==> config.mk <==
export PLATFORM = sky130hd
export DESIGN_NAME = pwm_capture_core
export DESIGN_NICKNAME = d
export VERILOG_FILES = /design/src/rtl/pwm_capture_core.sv
export SDC_FILE = /design/constraint.sdc
export NUM_CORES = 1
export LEC_CHECK = 0
export BUFFER_PORTS_ARGS = -buffer_cell sky130_fd_sc_hd__buf_2
export CAP_MARGIN = 10
export CORE_MARGIN = 2
export CORE_UTILIZATION = 40
export CTS_CLUSTER_SIZE = 12
export DETAILED_ROUTE_END_ITERATION = 10
export SLEW_MARGIN = 30
export SYNTH_ARGS = -nofsm -noshare
export SYNTH_HDL_FRONTEND = slang
export SYNTH_SLANG_ARGS = --single-unit
==> constraint.sdc <==
create_clock -name clk -period 26.7 [get_ports clk]
set_input_delay 5.34 -clock clk [delete_from_list [all_inputs] [get_ports clk]]
set_output_delay 5.34 -clock clk [all_outputs]
set_load 0.03 [all_outputs]
==> src/rtl/pwm_capture_core.sv <==
// pwm_capture_core
//   Slot-mapped PWM input capture. Each channel measures the period and high
//   time of an external PWM signal in clk cycles. A per-channel timeout flags
//   inputs that have stopped toggling.
//
//   Optional feature macro: PWM_CAPTURE_IRQ_EN (adds IRQ_MASK at 0x03 and the
//   registered irq output). Without it, 0x03 reads 0 and irq does not exist.
//
// Ports
//   clk       system clock
//   reset     asynchronous, active-high reset
//   cs        slot chip select
//   read      slot read strobe (reads have no side effects)
//   write     slot write strobe
//   reg_addr  register address
//   wr_data   write data
//   rd_data   read data, combinational from reg_addr
//   pwm_in    asynchronous PWM inputs, one per channel
//   irq       interrupt request (PWM_CAPTURE_IRQ_EN only)
//
// Register map
//   0x00 CTRL     [IN_PORTS-1:0] channel enables
//   0x01 STATUS   [7:0] VALID (W1C), [15:8] STUCK (W1C), [23:16] live level
//   0x02 TIMEOUT  period_ctr value that declares a channel stuck, 0 = off
//   0x03 IRQ_MASK [7:0] VALID mask, [15:8] STUCK mask (optional)
//   0x1X          reg_addr[3:1] = channel, reg_addr[0] = 0 PERIOD / 1 HIGH
module pwm_capture_core #(
  parameter int IN_PORTS    = 4,
  parameter int SYNC_STAGES = 2
) (
  input  logic                clk,
  input  logic                reset,
  input  logic                cs,
  input  logic                read,
  input  logic                write,
  input  logic [4:0]          reg_addr,
  input  logic [31:0]         wr_data,
  output logic [31:0]         rd_data,
  input  logic [IN_PORTS-1:0] pwm_in
`ifdef PWM_CAPTURE_IRQ_EN
  ,
  output logic                irq
`endif
);

  typedef enum logic [1:0] {
    ST_WAIT_EDGE,
    ST_MEASURE,
    ST_STUCK
  } state_e;

  localparam logic [31:0] CTR_MAX = 32'hFFFF_FFFF;

  // Reads have no side effects, so the strobe is intentionally unused.
  logic unused_read;
  assign unused_read = read;

  // Input synchronizer and edge detect
  logic [IN_PORTS-1:0] sync_q [SYNC_STAGES];
  logic [IN_PORTS-1:0] prev_q;
  logic [IN_PORTS-1:0] sync_lvl;
  logic [IN_PORTS-1:0] rise;

  assign sync_lvl = sync_q[SYNC_STAGES-1];
  assign rise     = sync_lvl & ~prev_q;

  // Register file
  logic [IN_PORTS-1:0] ctrl_q;
  logic [31:0]         timeout_q;
  logic [IN_PORTS-1:0] valid_q, valid_d;
  logic [IN_PORTS-1:0] stuck_q, stuck_d;
  logic [IN_PORTS-1:0] set_valid, set_stuck;

  logic wr_en, wr_ctrl, wr_status, wr_timeout;
  assign wr_en      = cs && write;
  assign wr_ctrl    = wr_en && (reg_addr == 5'h00);
  assign wr_status  = wr_en && (reg_addr == 5'h01);
  assign wr_timeout = wr_en && (reg_addr == 5'h02);

  // Per-channel measurement state
  state_e      state_q      [IN_PORTS];
  state_e      state_d      [IN_PORTS];
  logic [31:0] period_ctr_q [IN_PORTS];
  logic [31:0] period_ctr_d [IN_PORTS];
  logic [31:0] high_ctr_q   [IN_PORTS];
  logic [31:0] high_ctr_d   [IN_PORTS];
  logic [31:0] period_q     [IN_PORTS];
  logic [31:0] period_d     [IN_PORTS];
  logic [31:0] high_q       [IN_PORTS];
  logic [31:0] high_d       [IN_PORTS];

  // NOTE: every output of this block is given a default before any branch,
  // so no path can leave a value unassigned and infer a latch.
  always_comb begin
    for (int c = 0; c < IN_PORTS; c++) begin
      state_d[c]      = state_q[c];
      period_ctr_d[c] = period_ctr_q[c];
      high_ctr_d[c]   = high_ctr_q[c];
      period_d[c]     = period_q[c];
      high_d[c]       = high_q[c];
      set_valid[c]    = 1'b0;
      set_stuck[c]    = 1'b0;

      if (!ctrl_q[c]) begin
        // Disabled: drop the measurement, keep captured results and flags.
        state_d[c]      = ST_WAIT_EDGE;
        period_ctr_d[c] = '0;
        high_ctr_d[c]   = '0;
      end else begin
        unique case (state_q[c])
          ST_MEASURE: begin
            if (rise[c]) begin
              // Capture has priority over a coincident timeout.
              period_d[c]     = period_ctr_q[c];
              high_d[c]       = high_ctr_q[c];
              set_valid[c]    = 1'b1;
              period_ctr_d[c] = 32'd1;
              high_ctr_d[c]   = 32'd1;
            end else if ((timeout_q != '0) && (period_ctr_q[c] == timeout_q)) begin
              set_stuck[c]    = 1'b1;
              state_d[c]      = ST_STUCK;
              period_ctr_d[c] = '0;
              high_ctr_d[c]   = '0;
            end else begin
              // Saturate rather than wrap when no timeout is armed.
              if (period_ctr_q[c] != CTR_MAX) period_ctr_d[c] = period_ctr_q[c] + 32'd1;
              if (sync_lvl[c] && (high_ctr_q[c] != CTR_MAX)) high_ctr_d[c] = high_ctr_q[c] + 32'd1;
            end
          end
          default: begin  // ST_WAIT_EDGE and ST_STUCK: idle until a rising edge
            period_ctr_d[c] = '0;
            high_ctr_d[c]   = '0;
            if (rise[c]) begin
              state_d[c]      = ST_MEASURE;
              period_ctr_d[c] = 32'd1;
              high_ctr_d[c]   = 32'd1;
            end
          end
        endcase
      end
    end
  end

  // Hardware set wins over a software clear of the same bit.
  always_comb begin
    valid_d = valid_q & ~(wr_status ? wr_data[IN_PORTS-1:0]   : '0) | set_valid;
    stuck_d = stuck_q & ~(wr_status ? wr_data[8 +: IN_PORTS] : '0) | set_stuck;
  end

  // NOTE: state updates use non-blocking assignments so every flop samples
  // the pre-edge values regardless of statement order.
  // NOTE: the captured-value arrays are reset along with everything else
  // because a reset must read back as all-zero registers.
  always_ff @(posedge clk or posedge reset) begin
    if (reset) begin
      for (int s = 0; s < SYNC_STAGES; s++) sync_q[s] <= '0;
      prev_q    <= '0;
      ctrl_q    <= '0;
      timeout_q <= '0;
      valid_q   <= '0;
      stuck_q   <= '0;
      for (int c = 0; c < IN_PORTS; c++) begin
        state_q[c]      <= ST_WAIT_EDGE;
        period_ctr_q[c] <= '0;
        high_ctr_q[c]   <= '0;
        period_q[c]     <= '0;
        high_q[c]       <= '0;
      end
    end else begin
      sync_q[0] <= pwm_in;
      for (int s = 1; s < SYNC_STAGES; s++) sync_q[s] <= sync_q[s-1];
      prev_q  <= sync_lvl;
      valid_q <= valid_d;
      stuck_q <= stuck_d;
      if (wr_ctrl)    ctrl_q    <= wr_data[IN_PORTS-1:0];
      if (wr_timeout) timeout_q <= wr_data;
      for (int c = 0; c < IN_PORTS; c++) begin
        state_q[c]      <= state_d[c];
        period_ctr_q[c] <= period_ctr_d[c];
        high_ctr_q[c]   <= high_ctr_d[c];
        period_q[c]     <= period_d[c];
        high_q[c]       <= high_d[c];
      end
    end
  end

  // STATUS word, zero-padded to the fixed 8-bit fields.
  logic [31:0] status_word;
  always_comb begin
    status_word                  = '0;
    status_word[IN_PORTS-1:0]    = valid_q;
    status_word[8 +: IN_PORTS]   = stuck_q;
    status_word[16 +: IN_PORTS]  = sync_lvl;
  end

`ifdef PWM_CAPTURE_IRQ_EN
  logic [15:0] irq_mask_q;
  logic        irq_q;
  logic        wr_irq_mask;
  assign wr_irq_mask = wr_en && (reg_addr == 5'h03);

  always_ff @(posedge clk or posedge reset) begin
    if (reset) begin
      irq_mask_q <= '0;
      irq_q      <= 1'b0;
    end else begin
      if (wr_irq_mask) irq_mask_q <= wr_data[15:0];
      irq_q <= |(status_word[15:0] & irq_mask_q);
    end
  end

  assign irq = irq_q;
`endif

  // Read mux
  always_comb begin
    rd_data = '0;
    if (reg_addr[4]) begin
      for (int c = 0; c < IN_PORTS; c++) begin
        if (reg_addr[3:1] == 3'(c)) rd_data = reg_addr[0] ? high_q[c] : period_q[c];
      end
    end else begin
      unique case (reg_addr[3:0])
        4'h0:    rd_data[IN_PORTS-1:0] = ctrl_q;
        4'h1:    rd_data = status_word;
        4'h2:    rd_data = timeout_q;
`ifdef PWM_CAPTURE_IRQ_EN
        4'h3:    rd_data = {16'h0, irq_mask_q};
`endif
        default: rd_data = '0;
      endcase
    end
  end

endmodule

==> metrics, run 1 <==
worst r2r dst=high_ctr_q[126]; Async SR Flop Fraction=100.0%; DIE AREA=75190 sq um; min-delay src=sync_q[5]; synth unique cells=68; fmax=0.07322 GHz; P&R area growth vs syn=11.24%; CTS tree=built; CP Class=input pin to output pin; complex-gate fraction of the synthesized area=under 10%; Required @ worst endpoint=around 21 ns; Final ANT Viol Nets=0; CTS clock-pin slew for the worst setup and hold paths=0.06 ns; CTS Sinks=576; io pins=78; clk_skew=0.01297 ns; measured slew at the worst slew-check pin=1.046 ns; RSZ-0062 raised after global routing=false; CTS max path bufs=3; Diodes inserted=0; net count after synthesis=2764; largest net degree at the start of global routing=178; Max-slew headroom=a little under a third; Slew Limit Fails=0; Reg2Reg Depth=8; CTS root buffer=clkbuf_16; CP max FO=50; adder-cell share of the synthesized area=0.3428%; Fillers=6880; min cycle time layout=13.66 ns; Power Dens Cells=57.71 nW/um^2; peak supply drop=0.00005193 V; Pleak=0.01438 uW; HPWL after DPL=65470 microns; Worst setup EP type=output pin; mux cell area share after synthesis=15.82%; Seq/Total Area, Yosys=49.36%; ys flop type=dfrtp_1; die width=roughly 270 microns; multi-input logic area=13950 sq um; TritonRoute pass-1 iters=6; Hold Crit Endpoint=sync_lvl[1]; XOR/XNOR Fraction of Synth Area=10.32%; DIE HEIGHT=roughly 270 microns; DRT Wirelength=92070 microns; CTS Hold Buffers Added=0; Max-Cap Viols=0; wire length per cell=24.75 microns; port buffer count=76; post-CTS setup buffers=0; placed cell areas=30470 sq um; Mapped Cells=2710; proportion of layout cells with a drive suffix above 1=20.07%; final hold vios=0; RR Startpoint=timeout_q[15]; vias per cell=a little under 6; final setup vio count=0; grt ovf=0; row count=99; EDFF count, synth=0; Resize count post-CTS=0; H-tree levels=2; number of global-route vias before repair=21200; Worst R2R Setup Slack=23.57 ns; antenna violations before repair=2; initial drt markers=2193; type of origin of the critical path=input pin; Via Count=21699; DRC Markers=0; Placer Congestion=0.9857; CTS Buf Count=60; crit path DAT=8.32 ns; Worst Hold Depth=0; first-pass GRT wire length=138500 microns; simple-gate share of the synthesized area=15.06%; synthesized area per cell=about 11 sq um; period utilization=51.15%; Initial Util=40.23%; status=finished, final reports clean; Skew-Pair Late Insertion Delay=between 0.6 and 0.7 ns; total global-route track usage=~25%; Post-Layout Inst Area=32490 sq um; Hold/Removal Path Class=flop to flop; main combinational cell family by area after synthesis=multiplexers; Setup TNS=0 ns; synthesized area=a little under 30000 sq um; WHS=0.3467 ns; Yosys reg bits=between 500 and 600; Core Region=roughly 73000 sq um; nets=around 2800; Synth warnings=0; Storage cell area=about 14000 sq um
[worst max path at each step]
stage                startpoint     endpoint
floorplan                 reset    ctrl_q[0]
global placement    reg_addr[0]   rd_data[9]
CTS                 reg_addr[0]   rd_data[9]
detailed placement  reg_addr[0]   rd_data[9]
global route        reg_addr[0]   rd_data[9]
finish              reg_addr[0]  rd_data[18]
[synthesized netlist by cell type (all sizes together) (4+ instances only)]
cell | number | share of area [%]
nand3 | 99 | 1.8
xnor2 | 113 | 3.4
ha | 8 | 0.34
xor2 | 231 | 6.9
or3 | 12 | 0.27
a21o | 4 | 0.10
nand3b | 6 | 0.15
nand4 | 96 | 2.1
nor3 | 68 | 1.2
and3 | 31 | 0.66
o21ai | 70 | 1.2
mux2 | 293 | 11
a22oi | 12 | 0.31
or2 | 6 | 0.13
nor3b | 8 | 0.22
nand2 | 126 | 1.6
a21oi | 69 | 1.2
mux2i | 132 | 4.5
buf | 67 | 1.1
o31ai | 5 | 0.18
and2 | 12 | 0.26
inv | 34 | 0.44
a311oi | 12 | 0.36
and4 | 21 | 0.63
nor2 | 275 | 3.6
a21boi | 4 | 0.10
clkbuf | 116 | 1.5
o22ai | 67 | 1.4
nand2b | 7 | 0.15
nor2b | 8 | 0.17
dfrtp | 576 | 49
a31o | 4 | 0.12
a31oi | 11 | 0.24
a211oi | 9 | 0.23
nor4 | 65 | 1.6
or4 | 5 | 0.13
[per-layer routing]
layer / GRT usage (%) / up-vias / wire, microns
met4: 9.740 / 0 / 3961
met2: 37.07 / 857 / 40630
met1: 34.04 / 11059 / 39170
met5: 0 / - / 0
met3: 5.946 / 181 / 8312
li1: - / 9602 / -
[layout by cell type, fill, tap and decap left out, types with 6 or more instances in the layout]
cell	count
nor4_2	6
a31oi_1	11
a311oi_1	12
dfrtp_1	576
ha_1	8
nand2_1	126
and2_1	12
a22oi_1	12
buf_2	74
mux2i_1	132
clkbuf_1	17
and3_1	31
nand4_1	94
o21ai_0	70
nand3b_1	6
nor3b_1	6
nor4_1	58
inv_1	33
nor2b_1	8
nor3_1	65
a211oi_1	9
xor2_1	231
nand3_1	96
a21oi_1	69
or3_1	11
clkbuf_16	60
and4_1	21
mux2_2	293
xnor2_1	113
nor2_1	268
clkbuf_8	17
o22ai_1	67
buf_4	48
[registers in the layout (all words and copies together) (netlist names)]
name	count
timeout_q	32
period_ctr_q	128
high_ctr_q	128
state_q	8
ctrl_q	4
high_q	128
valid_q	4
sync_lvl	4
period_q	128
stuck_q	4
sync_q	4
prev_q	4
[area by class of cell]
cell class | instances | share of cell area [%]
timing repair buffer | 128 | 2.584
tap | 959 | 3.694
clock buffer | 94 | 5.538
inverter | 34 | 0.4314
multi-input combinational | 1917 | 42.94
clock inverter | 12 | 0.4468
sequential | 576 | 44.37
[cells by family after synthesis]
| kind of cell | Yosys count |
|---|---|
| buffers and inverters | 217 |
| DFF | 576 |
| muxes | 425 |
| xor gates and xnor gates | 344 |
| and+or+nand+nor | 857 |
| AOI/OAI and AO/OA | 283 |
| adders and majority gates | 8 |
[through the flow]
stage	total power, uW	util (%)	cells	setup WS (ns)
2_1_floorplan	986.6	-	2710	5.246
3_3_place_gp	1046	41.98	3612	13.11
3_5_place_dp	1048	41.98	3612	13.11
4_1_cts	1885	44.66	3718	13.11
5_1_grt	1932	44.75	3720	12.94
6_report	1875	44.75	3720	13.04
[worst max-delay path: stages]
cell	delay (ns)
buf_6	0.31
buf_16	0.36
buf_4	0.54
and2_1	0.52
a22oi_1	0.14
o21ai_0	0.65
buf_2	0.33
[report_power, final]
group,switching (uW),internal (uW)
logic,85.9,42.2
clock network,359,479
registers,25.5,883
Note: power is estimated with default switching activity, not from simulation.
==> run 2, diff against run 1 <==
- clock period: 26.7 -> 13.9 ns (I/O delays scaled with it)
==> run 2 against run 1 <==
Compared with the run above:
- core utilization grew 0.17 points
- via count grew 0.55%
- global-route usage grew 0.26 points
- critical path type unchanged
- cell area grew 0.38%
==> metrics, run 2 (synthesis gave the netlist of run 1 again) <==
Placer Congestion=0.9550 (was 0.9857); status=finished, final reports clean (unchanged); Worst Hold Depth=0 (unchanged); placed cells=3613 (was 3612); grt ovf=0 (unchanged); CTS max path bufs=3 (unchanged); largest net degree at the start of global routing=165 (was 178); CTS tree=built (unchanged); clk_skew=0.02359 ns (was 0.01297 ns); initial drt markers=2236 (was 2193); number of global-route vias before repair=21218 (was 21200); post-CTS setup buffers=0 (unchanged); period utilization=62.67%; measured slew at the worst slew-check pin=0.9711 ns (was 1.046 ns); antenna violations before repair=5 (was 2); Logic pwr share=6.8% (about the same); Via Count=21818 (was 21699); Switching Fraction=24.61% (was 25.11%); Slew Limit Fails=0 (unchanged); Hold/Removal Path Class=flop to flop (unchanged); CP Class=input pin to output pin (unchanged); wire length per cell=24.96 microns (was 24.75 microns); DIE AREA=75190 sq um (unchanged); vias per cell=5.857 (was 5.833); DIE HEIGHT=274.2 microns (unchanged); peak supply drop=0.00009306 V (was 0.00005193 V); CTS clock-pin slew for the worst setup and hold paths=0.06 ns (about the same); min cycle time layout=8.711 ns; net switching power=900.2 uW (was 470.7 uW); Setup TNS=0 ns (unchanged); most frequent cells in the layout=576 x dfrtp_1, 293 x mux2_2, 268 x nor2_1, 231 x xor2_1, 132 x mux2i_1 (unchanged); Required @ worst endpoint=11.12 ns (was 21.36 ns); final setup vio count=0 (unchanged); CTS Hold Buffers Added=0 (unchanged); fmax=0.1148 GHz; Power Dens Cells=112.2 nW/um^2 (was 57.71 nW/um^2); total global-route track usage=24.85% (was 24.59%); Initial Util=40.23% (unchanged); Core Region=72590 sq um (unchanged); first-pass GRT wire length=139700 microns (was 138500 microns); Int Power=2757 uW (was 1404 uW); TritonRoute pass-1 iters=6 (unchanged); crit path DAT=5.93 ns (was 8.32 ns); Resize count post-CTS=0 (unchanged); io pins=78 (unchanged); nets=2773 (was 2771); Worst setup EP type=output pin (unchanged); most common cell after layout, fill and taps aside=dfrtp_1 (unchanged); Reg2Reg Depth=8 (unchanged); final hold vios=0 (unchanged); Max-slew headroom=35.26% (was 30.10%); CTS Sinks=576 (unchanged); placed cell areas=30500 sq um (was 30470 sq um); RSZ-0062 raised after global routing=false (unchanged); Post-Layout Inst Area=32610 sq um (was 32490 sq um); CP max FO=59 (was 50); Max-Cap Viols=0 (unchanged); type of origin of the critical path=input pin (unchanged); H-tree levels=2 (unchanged); proportion of layout cells with a drive suffix above 1=20.34% (was 20.07%); Total Power=3658 uW (was 1875 uW); DRT Wirelength=92980 microns (was 92070 microns); HPWL after DPL=66080 microns (was 65470 microns); P&R area growth vs syn=11.66% (was 11.24%); CTS root buffer=clkbuf_16 (unchanged); Final ANT Viol Nets=0 (unchanged); port buffer count=76 (unchanged); DRC Markers=0 (unchanged); die width=274.2 microns (unchanged); row count=99 (unchanged); Skew-Pair Late Insertion Delay=0.64 ns (was 0.65 ns); Pleak=0.01443 uW (was 0.01438 uW); power share of the clock group=45.5% (was 44.7%); sequential power share=47.7% (was 48.4%); CTS Buf Count=61 (was 60); Non-Filler Instances=3725 (was 3720)
run 2: power groups by stage:
stage,registers (uW),logic [uW],clock network [uW]
after global placement,1770,239,0
after detailed placement,1770,243,0
after CTS,1740,245,1700
final,1740,248,1670
after global routing,1740,266,1760
after floorplan,1740,160,0
run 2: routing by layer:
metal | GRT usage, % | up-vias | share of wire [%]
li1 | - | 9612 | -
met1 | 35.62 | 11167 | 44
met2 | 36.58 | 840 | 43
met3 | 4.729 | 199 | 7.8
met4 | 10.78 | 0 | 4.7
met5 | 0 | - | 0
run 2: final cells by class:
| class | instances | area, sq um |
|---|---|---|
| fill | 6886 | 39980 |
| sequential | 576 | 14410 |
| multi-input combinational | 1917 | 13960 |
| clock buffer | 93 | 1848 |
| tap | 959 | 1200 |
| timing repair buffer | 129 | 864.6 |
| clock inverter | 14 | 186.4 |
| inverter | 34 | 131.4 |
| antenna | 3 | 7.507 |
run 2: worst max-delay path, stage by stage:
cell     delay [ns]
buf_6          0.58
buf_4          0.85
and2_1         0.58
a22oi_1        0.13
o21ai_0        0.63
buf_2          0.33
run 2: worst paths after layout:
check                             startpoint                to  slack (ns)
worst max-delay path             reg_addr[0]        rd_data[9]        5.19
worst min-delay path               sync_q[6]       sync_lvl[2]        0.35
worst max register to register  timeout_q[7]  period_ctr_q[31]       10.39
worst min register to register     sync_q[6]       sync_lvl[2]        0.35
max in group asynchronous              reset        high_q[92]        9.57
min in group asynchronous              reset    high_ctr_q[17]        2.34
run 2: metrics by stage:
| step | util (%) | hold slack [ns] | setup WS (ns) |
|---|---|---|---|
| after detailed placement | 42.01 | 0.3402 | 5.287 |
| final | 44.92 | 0.3524 | 5.189 |
| after CTS | 44.82 | 0.3558 | 5.287 |
| after global placement | 41.99 | 0.3350 | 5.282 |
| after floorplan | - | 0.3312 | 3.272 |
| after global routing | 44.91 | 0.3553 | 5.031 |
==> run 3, diff against run 2 <==
- clock period: 13.9 -> 8 ns (I/O delays scaled with it)
==> run 3 against run 2 <==
Compared with the run above:
- final cell count is 0.75% lower
- sequential share of layout area is 0.34 points higher
- critical path depth is 1 higher
- clock skew is 0.0049 ns higher
- largest power group unchanged
- clock power is 71% higher
- first-iteration DRC count is 4.2% lower
- hold slack worse by 0.012 ns
- worst setup slack worse by 3.2 ns
- combinational power is 33% higher
- cell area is 0.76% lower
- sequential cell count stayed put
- power is 72% higher
- highest routed layer unchanged
==> metrics, run 3 (synthesis gave the netlist of run 1 again) <==
status=finished, final reports clean (unchanged); total global-route track usage=24.36% (was 24.85%); Switching Fraction=24.74% (was 24.61%); placed cell areas=30340 sq um (was 30500 sq um); type of origin of the critical path=input pin (unchanged); CTS max path bufs=3 (unchanged); Crit-path slowest cell=buf_4 (unchanged); HPWL after DPL=64010 microns (was 66080 microns); Place WS=2.188 ns (was 5.287 ns); final setup vio count=0 (unchanged); largest net degree at the start of global routing=174 (was 165); period utilization=between 70 and 80%; CTS clock-pin slew for the worst setup and hold paths=0.06 ns (about the same); Core Region=72590 sq um (unchanged); Total Power=6288 uW (was 3658 uW); Non-Filler Instances=3697 (was 3725); clk_skew=0.02853 ns (was 0.02359 ns); measured slew at the worst slew-check pin=1.076 ns (was 0.9711 ns); Initial Util=40.23% (unchanged); CTS Sinks=576 (unchanged); proportion of layout cells with a drive suffix above 1=19.40% (was 20.34%); Max-slew headroom=28.09% (was 35.26%); WHS=0.3408 ns (was 0.3524 ns); Logic pwr share=5.3% (was 6.8%); Power Dens Cells=194.3 nW/um^2 (was 112.2 nW/um^2); Via Count=21473 (was 21818); CP Class=input pin to output pin (unchanged); Pleak=0.01428 uW (was 0.01443 uW); final hold vios=0 (unchanged); grt ovf=0 (unchanged); first-pass GRT wire length=137000 microns (was 139700 microns); post-CTS setup buffers=0 (unchanged); initial drt markers=2141 (was 2236); Slew Limit Fails=0 (unchanged); DRT Wirelength=91430 microns (was 92980 microns); Resize count post-CTS=0 (unchanged); nets=2751 (was 2773); TritonRoute pass-1 iters=7 (was 6); CTS Buf Count=61 (unchanged); Worst path most repeated cell=o21ai_0; min cycle time layout=5.986 ns; Int Power=4732 uW (was 2757 uW); CTS tree=built (unchanged); DRC Markers=0 (unchanged); crit path DAT=4.39 ns (was 5.93 ns); fmax=0.1671 GHz; DIE HEIGHT=274.2 microns (unchanged); Post-Layout Inst Area=32360 sq um (was 32610 sq um); io pins=78 (unchanged); DIE AREA=75190 sq um (unchanged); net switching power=1555 uW (was 900.2 uW); wire length per cell=24.73 microns (was 24.96 microns); antenna violations before repair=4 (was 5); most frequent cells in the layout=576 x dfrtp_1, 293 x mux2_2, 268 x nor2_1, 231 x xor2_1, 132 x mux2i_1 (unchanged); Required @ worst endpoint=6.40 ns (was 11.12 ns); Worst setup EP type=output pin (unchanged); sequential power share=49.4% (was 47.7%); P&R area growth vs syn=10.81% (was 11.66%); H-tree levels=2 (unchanged); CTS root buffer=clkbuf_16 (unchanged); Hold/Removal Path Class=flop to flop (unchanged); most common cell after layout, fill and taps aside=dfrtp_1 (unchanged); Skew-Pair Late Insertion Delay=0.65 ns (was 0.64 ns); CTS Hold Buffers Added=0 (unchanged); placed cells=3591 (was 3613); number of global-route vias before repair=21128 (was 21218); peak supply drop=0.0001767 V (was 0.00009306 V); worst setup margin=2.014 ns (was 5.189 ns); RSZ-0062 raised after global routing=false (unchanged); row count=99 (unchanged); CP max FO=65 (was 59); Max-Cap Viols=0 (unchanged); Placer Congestion=0.9404 (was 0.9550); vias per cell=5.808 (was 5.857); Worst path max stage delay=0.73 ns (was 0.85 ns); port buffer count=76 (unchanged); die width=274.2 microns (unchanged); CP cell instances=buf_6, buf_4, mux2i_1, o22ai_1, o21ai_0, o21ai_0, buf_2 (was buf_6, buf_4, and2_1, a22oi_1, o21ai_0, buf_2); power share of the clock group=45.3% (was 45.5%); Final ANT Viol Nets=0 (unchanged)
## run 3: path summary, 6_finish.rpt
check / start / to / slack [ns] / cells after the start
worst max-delay path: reg_addr[0] / rd_data[21] / 2.01 / 7
worst min-delay path: sync_q[6] / sync_lvl[2] / 0.34 / 0
worst max register to register: timeout_q[24] / period_ctr_q[28] / 4.37 / 7
worst min register to register: sync_q[6] / sync_lvl[2] / 0.34 / 0
max in group asynchronous: reset / high_ctr_q[119] / 5.11 / 4
min in group asynchronous: reset / high_q[18] / 1.12 / 2
## run 3: per-stage QoR
stage / utilization, % / TNS (ns)
after floorplan: - / -833.78
after CTS: 44.52 / 0
after global routing: 44.58 / 0
after detailed placement: 41.79 / 0
final: 44.58 / 0
after global placement: 41.79 / 0
## run 3: cell type report
cell class | instances | area (sq um)
diodes | 1 | 2.502
fillers | 6812 | 40230
clock buffers | 89 | 1753
flip-flops and latches | 576 | 14410
well taps | 959 | 1200
clock inverters | 14 | 226.5
multi-input cells | 1917 | 13950
inverters | 34 | 131.4
repair buffers | 107 | 679.4
## run 3: worst max-delay path, delay by kind of cell
kind | cells | cell delay [ns]
AO/OA/AOI/OAI | 3 | 0.90
buffers and inverters | 3 | 1.56
multiplexers | 1 | 0.16
## run 3: metal layers
metal  track usage (%)  share of wire [%]  vias to the layer above
li1                  -                  -                     9560
met1             34.40                 44                    10969
met2             37.14                 45                      760
met3             4.694                7.6                      184
met4             8.967                3.8                        0
met5                 0                  0                        -
## run 3: power by group through the flow
stage                     registers, uW  logic (uW)  clock network [uW]
after floorplan                    3020         278                   0
after global placement             3150         324                   0
after detailed placement           3150         326                   0
after CTS                          3100         328                2910
after global routing               3100         361                3030
final                              3110         331                2850
